--- config.mk ---
export PLATFORM = sky130hd
export DESIGN_NAME = bus_rr_arbiter
export DESIGN_NICKNAME = d
export VERILOG_FILES = /design/src/rtl/bus_rr_arbiter.sv
export SDC_FILE = /design/constraint.sdc
export NUM_CORES = 1
export LEC_CHECK = 0
export CAP_MARGIN = 20
export CORE_UTILIZATION = 40
export CTS_CLUSTER_DIAMETER = 80
export CTS_CLUSTER_SIZE = 24
export DETAILED_ROUTE_END_ITERATION = 16
export MAX_ROUTING_LAYER = met4
export PLACE_DENSITY = 0.93
export RECOVER_POWER = 50
export SLEW_MARGIN = 20
export SYNTH_ARGS = -nofsm -noshare
export SYNTH_HDL_FRONTEND = slang
export SYNTH_SLANG_ARGS = --single-unit
--- constraint.sdc ---
create_clock -name clk -period 2.55 [get_ports clk]
set_input_delay 0.765 -clock clk [delete_from_list [all_inputs] [get_ports clk]]
set_output_delay 0.765 -clock clk [all_outputs]
set_load 0.1 [all_outputs]
--- src/rtl/bus_rr_arbiter.sv ---
// bus_rr_arbiter: round-robin arbiter that shares one valid/ready target bus
// between N_REQ requesters. The winner's addr/data are captured at grant time
// and held on the target bus until the target accepts them.
//
// Optional feature macro: ARB_TIMEOUT_EN. When it is defined, a transfer that
// waits longer than TIMEOUT cycles for m_ready is aborted and timeout_err pulses.
//
// Ports:
//   clk, rst_n      clock (posedge) and asynchronous active-low reset
//   req             per-requester level request
//   req_addr        packed addresses, requester i at [i*A_WIDTH +: A_WIDTH]
//   req_data        packed data, requester i at [i*D_WIDTH +: D_WIDTH]
//   grant           registered one-hot grant
//   done            one-cycle pulse when requester i's transfer completes
//   m_valid         target request valid
//   m_addr, m_data  target address/data, stable while m_valid
//   m_ready         target accept
//   busy            high while a transfer is in flight
//   timeout_err     one-cycle pulse on abort (constant 0 without ARB_TIMEOUT_EN)
module bus_rr_arbiter #(
  parameter int unsigned N_REQ   = 4,
  parameter int unsigned D_WIDTH = 32,
  parameter int unsigned A_WIDTH = 8,
  parameter int unsigned TIMEOUT = 15
) (
  input  logic                       clk,
  input  logic                       rst_n,
  input  logic [N_REQ-1:0]           req,
  input  logic [N_REQ*A_WIDTH-1:0]   req_addr,
  input  logic [N_REQ*D_WIDTH-1:0]   req_data,
  output logic [N_REQ-1:0]           grant,
  output logic [N_REQ-1:0]           done,
  output logic                       m_valid,
  output logic [A_WIDTH-1:0]         m_addr,
  output logic [D_WIDTH-1:0]         m_data,
  input  logic                       m_ready,
  output logic                       busy,
  output logic                       timeout_err
);

  localparam int unsigned PTR_W = (N_REQ > 1) ? $clog2(N_REQ) : 1;

  // Elaboration-time parameter sanity checks.
  if (N_REQ < 2) begin : g_bad_n_req
    $error("bus_rr_arbiter: N_REQ must be >= 2");
  end
  if (TIMEOUT < 1) begin : g_bad_timeout
    $error("bus_rr_arbiter: TIMEOUT must be >= 1");
  end

  typedef enum logic {
    S_IDLE = 1'b0,
    S_XFER = 1'b1
  } state_e;

  state_e               state_q,   state_d;
  logic [N_REQ-1:0]     grant_q,   grant_d;
  logic [N_REQ-1:0]     done_q,    done_d;
  logic                 m_valid_q, m_valid_d;
  logic [A_WIDTH-1:0]   m_addr_q,  m_addr_d;
  logic [D_WIDTH-1:0]   m_data_q,  m_data_d;
  logic                 busy_q,    busy_d;
  logic [PTR_W-1:0]     rr_ptr_q,  rr_ptr_d;
  logic [PTR_W-1:0]     idx_q,     idx_d;

`ifdef ARB_TIMEOUT_EN
  localparam int unsigned CNT_W = ($clog2(TIMEOUT + 1) > 8) ? $clog2(TIMEOUT + 1) : 8;
  logic [CNT_W-1:0]     to_cnt_q,  to_cnt_d;
  logic                 timeout_err_q, timeout_err_d;
`endif

  // Unpacked views of the packed requester buses.
  logic [A_WIDTH-1:0] addr_arr [N_REQ];
  logic [D_WIDTH-1:0] data_arr [N_REQ];
  for (genvar g = 0; g < N_REQ; g++) begin : g_unpack
    assign addr_arr[g] = req_addr[g*A_WIDTH +: A_WIDTH];
    assign data_arr[g] = req_data[g*D_WIDTH +: D_WIDTH];
  end

  // Rotating priority search starting at rr_ptr; wraps modulo N_REQ.
  logic             sel_found;
  logic [PTR_W-1:0] sel_idx;
  always_comb begin
    int unsigned cand;
    cand      = 0;
    sel_found = 1'b0;
    sel_idx   = '0;
    for (int unsigned k = 0; k < N_REQ; k++) begin
      cand = 32'(rr_ptr_q) + k;
      if (cand >= N_REQ) cand = cand - N_REQ;
      if (!sel_found && req[PTR_W'(cand)]) begin
        sel_found = 1'b1;
        sel_idx   = PTR_W'(cand);
      end
    end
  end

  // Pointer to the requester after the current owner, modulo N_REQ.
  logic [PTR_W-1:0] next_ptr;
  assign next_ptr = (idx_q == PTR_W'(N_REQ - 1)) ? '0 : idx_q + PTR_W'(1);

  // Next-state and registered-output logic.
  always_comb begin
    state_d   = state_q;
    grant_d   = grant_q;
    done_d    = '0;
    m_valid_d = m_valid_q;
    m_addr_d  = m_addr_q;
    m_data_d  = m_data_q;
    busy_d    = busy_q;
    rr_ptr_d  = rr_ptr_q;
    idx_d     = idx_q;
`ifdef ARB_TIMEOUT_EN
    to_cnt_d      = to_cnt_q;
    timeout_err_d = 1'b0;
`endif

    unique case (state_q)
      S_IDLE: begin
        if (sel_found) begin
          state_d   = S_XFER;
          idx_d     = sel_idx;
          grant_d   = N_REQ'(1) << sel_idx;
          m_valid_d = 1'b1;
          busy_d    = 1'b1;
          m_addr_d  = addr_arr[sel_idx];
          m_data_d  = data_arr[sel_idx];
`ifdef ARB_TIMEOUT_EN
          to_cnt_d  = '0;
`endif
        end
      end
      S_XFER: begin
        if (m_ready) begin
          state_d   = S_IDLE;
          done_d    = N_REQ'(1) << idx_q;
          grant_d   = '0;
          m_valid_d = 1'b0;
          busy_d    = 1'b0;
          rr_ptr_d  = next_ptr;
        end
`ifdef ARB_TIMEOUT_EN
        // Abort once TIMEOUT stalled cycles have already been counted.
        else if (to_cnt_q == CNT_W'(TIMEOUT)) begin
          state_d       = S_IDLE;
          grant_d       = '0;
          m_valid_d     = 1'b0;
          busy_d        = 1'b0;
          rr_ptr_d      = next_ptr;
          timeout_err_d = 1'b1;
        end else begin
          to_cnt_d = to_cnt_q + CNT_W'(1);
        end
`endif
      end
      default: state_d = S_IDLE;
    endcase
  end

  // State and output registers.
  always_ff @(posedge clk or negedge rst_n) begin
    if (!rst_n) begin
      state_q   <= S_IDLE;
      grant_q   <= '0;
      done_q    <= '0;
      m_valid_q <= 1'b0;
      m_addr_q  <= '0;
      m_data_q  <= '0;
      busy_q    <= 1'b0;
      rr_ptr_q  <= '0;
      idx_q     <= '0;
`ifdef ARB_TIMEOUT_EN
      to_cnt_q      <= '0;
      timeout_err_q <= 1'b0;
`endif
    end else begin
      state_q   <= state_d;
      grant_q   <= grant_d;
      done_q    <= done_d;
      m_valid_q <= m_valid_d;
      m_addr_q  <= m_addr_d;
      m_data_q  <= m_data_d;
      busy_q    <= busy_d;
      rr_ptr_q  <= rr_ptr_d;
      idx_q     <= idx_d;
`ifdef ARB_TIMEOUT_EN
      to_cnt_q      <= to_cnt_d;
      timeout_err_q <= timeout_err_d;
`endif
    end
  end

  assign grant   = grant_q;
  assign done    = done_q;
  assign m_valid = m_valid_q;
  assign m_addr  = m_addr_q;
  assign m_data  = m_data_q;
  assign busy    = busy_q;
`ifdef ARB_TIMEOUT_EN
  assign timeout_err = timeout_err_q;
`else
  assign timeout_err = 1'b0;
`endif

endmodule

==> reports/results.tsv <==
metric	value	unit
library cells used by synthesis	35	
Setup Skew	0.0105	ns
Comb pwr share	69.0	%
WL/cell	17.8	µm
cell area after synthesis	3400	µm²
Die X	94.3	µm
hold_ws	0.516	ns
top post-synthesis cells by area	dfrtp_1 40%, mux2i_1 12%, a221oi_1 7.7%	
number of post-CTS setup repair buffers	0	
Maximum Capacitance Violations	0	
asr flop ratio synth	100	%
type of origin of the critical path	input port	
Lkg Pwr	0.00245	µW
via/cell ratio	5.72	
largest net degree at the start of global routing	55	
setup_tns	0	ns
deepest clock path buffer count	2	
Total Wirelength	11900	µm
largest family of logic cells by synthesized area	compound AO/OA/AOI/OAI gates	
adder-cell share of the synthesized area	1.47	%
Post-Syn Nets	527	
crit path from	req[2]	
net switching power	3740	µW
IO Port Bufs	216	
FP Rows	33	
Worst IR Drop VDD	966	µV
TritonCTS clock tree	yes	
# fillers	612	
vias	3835	
Sink Count	54	
share of the synthesized area in the top cell type	39.7	%
gr ovfl total	0	
CTS clk-pin slew, worst paths	0.10	ns
Die H	94.3	µm
Synth Area per Inst	9.56	µm²
final net count	735	
Critical Path End Type	flop	
Root Buffer	clkbuf_8	
endpoints failing setup	0	
cell taking the most area after synthesis	dfrtp_1	
Initial Util	41.4	%
register share of total power	22.3	%
RSZ-0062 raised after global routing	no	
reg2reg start	rr_ptr_q[0]	
hpwl dp	9250	µm
critical register-to-register path endpoint	m_data[5]	
Synth Flop Type	dfrtp_1	
warnings from Yosys	0	
final antenna-violating net count	0	
Post-CTS Hold Buffers	0	
worst r2r path cells	6	
Area growth syn-to-layout	67.9	%
Total GRT Usage	27.7	%
dpl ws	-0.124	ns
register area share after synthesis	39.7	%
outcome	finished clean	
core footprint	8220	µm²
PwrDens	1130	nW/µm²
GP Congestion	0.783	
P_int	2730	µW
H-tree depth	2	
CP arrival	2.56	ns
Die Area	8880	µm²
Switching Share	57.8	%
post-synthesis simple-gate area fraction	10.0	%
shortest period the worst path allows	2.39	ns
share of cells above drive strength 1	17.5	%
Post-synth top cells	54 x dfrtp_1, 43 x nor2_1, 43 x o21ai_0, 41 x mux2i_1, 40 x o22ai_1	
Period Utilization, post-route	93.7	%
Post-synth EDFFs	0	
Mapped Cells	356	
XOR/XNOR Fraction of Synth Area	0	%
post-synthesis mux area share	12.4	%
first-pass GRT wire length	18500	µm
complex-gate fraction of the synthesized area	28.7	%
max-slew violations	0	
Slew @ Worst Pin	1.36	ns
Critical Path End	m_addr[5]	
Clk Latency, worst-skew pair	0.30	ns
Ant. Diodes	0	
initial antenna violation count	0	
Final Hold Viols	0	
number of global-route vias before repair	3971	
Worst Setup Slack, final	0.160	ns
placed cell count	662	
most common cell in the netlist	dfrtp_1	
drt first pass iters	5	
CTS Buf Count	5	
Yosys reg bits	54	
Residual DRC	0	
Data required, critical path	2.72	ns
number of DRC markers in iteration 0	178	
Post-CTS Resized	0	
Final Util	69.6	%
Clk network pwr share	8.7	%
Setup CP Type	in -> reg	
achievable frequency	418	MHz
Min-Delay Path Class	reg -> reg	
CP Max Fanout	42	
IO Pins	218	
Slew HR	9.11	%
Layout Cells excl Fill	670	
reg2reg setup slack	0.67	ns
[cell type report]
type,instances,area (µm²),share of cell area (%)
well taps,105,131,2.30
multi-input cells,261,1810,31.6
clock buffers,5,68.8,1.20
inverters,3,11.3,0.197
clock inverters,3,40.0,0.700
repair buffers,239,2300,40.3
flip-flops and latches,54,1350,23.6
[power by group through the flow]
stage | combinational [µW] | clock (µW) | sequential, µW
finish | 4470 | 562 | 1440
global route | 4660 | 612 | 1490
CTS | 4540 | 577 | 1440
detailed placement | 4540 | 0 | 1450
global placement | 4440 | 0 | 1440
floorplan | 1240 | 0 | 3490
[stage by stage]
step / area [µm²] / power [µW]
after CTS: 5770 / 6560
after global routing: 5720 / 6770
after global placement: 5660 / 5870
after detailed placement: 5660 / 6000
final: 5720 / 6480
after floorplan: 3400 / 4730
[critical path, cell delays in order]
cell and delay [ns]:
clkdlybuf4s50_1 0.50, buf_4 0.20, nor4_2 0.36, buf_4 0.19
nor2_4 0.05, buf_12 0.18, o21ai_0 0.20, o22ai_1 0.11
[layout by cell type (no fill, tap or decap), drive strengths merged]
cell type,count
nand3,4
dfrtp,54
nand2,17
nor2b,1
nand2b,4
a31oi,1
clkbuf,25
mux2i,41
or2,1
ha,4
conb,1
and3,6
bufinv,1
inv,3
clkdlybuf4s50,164
a211o,1
dlygate4sd3,1
a221oi,40
clkinv,2
nor2,43
o21ai,44
o21bai,1
mux2,1
and2b,1
buf,54
o31ai,2
a21oi,3
nor4,1
o211a,1
o31a,1
o221ai,1
o22ai,41
[worst min-delay path by stage]
stage,to,startpoint,cells past startpoint
CTS,grant[3],grant[3],2
floorplan,busy,rst_n,0
global placement,grant[0],grant[0],2
global route,grant[3],grant[3],2
detailed placement,grant[3],grant[3],2
finish,grant[0],grant[0],2
[flip-flops by register name, summed over array words and instances (netlist names)]
name / flops
m_data: 32
done: 4
state_q: 1
rr_ptr_q: 2
m_addr: 8
grant: 4
busy: 1
idx_q: 2
[kinds of logic after synthesis]
group,count (synthesis)
AO/OA/AOI/OAI,136
adder cells (fa/ha/maj),4
buffers and inverters,41
flip-flops,54
multiplexers,42
other,1
AND/OR/NAND/NOR,78
[per-layer routing]
metal  track usage (%)  vias to the layer above  wire (µm)
met4              10.3                        0        261
met3              4.29                       28        930
met2              50.5                      225       6450
li1                  -                     1774          -
met5                 -                        -          0
met1              30.3                     1808       4300
No activity file was read; power rests on OpenSTA's default activity.
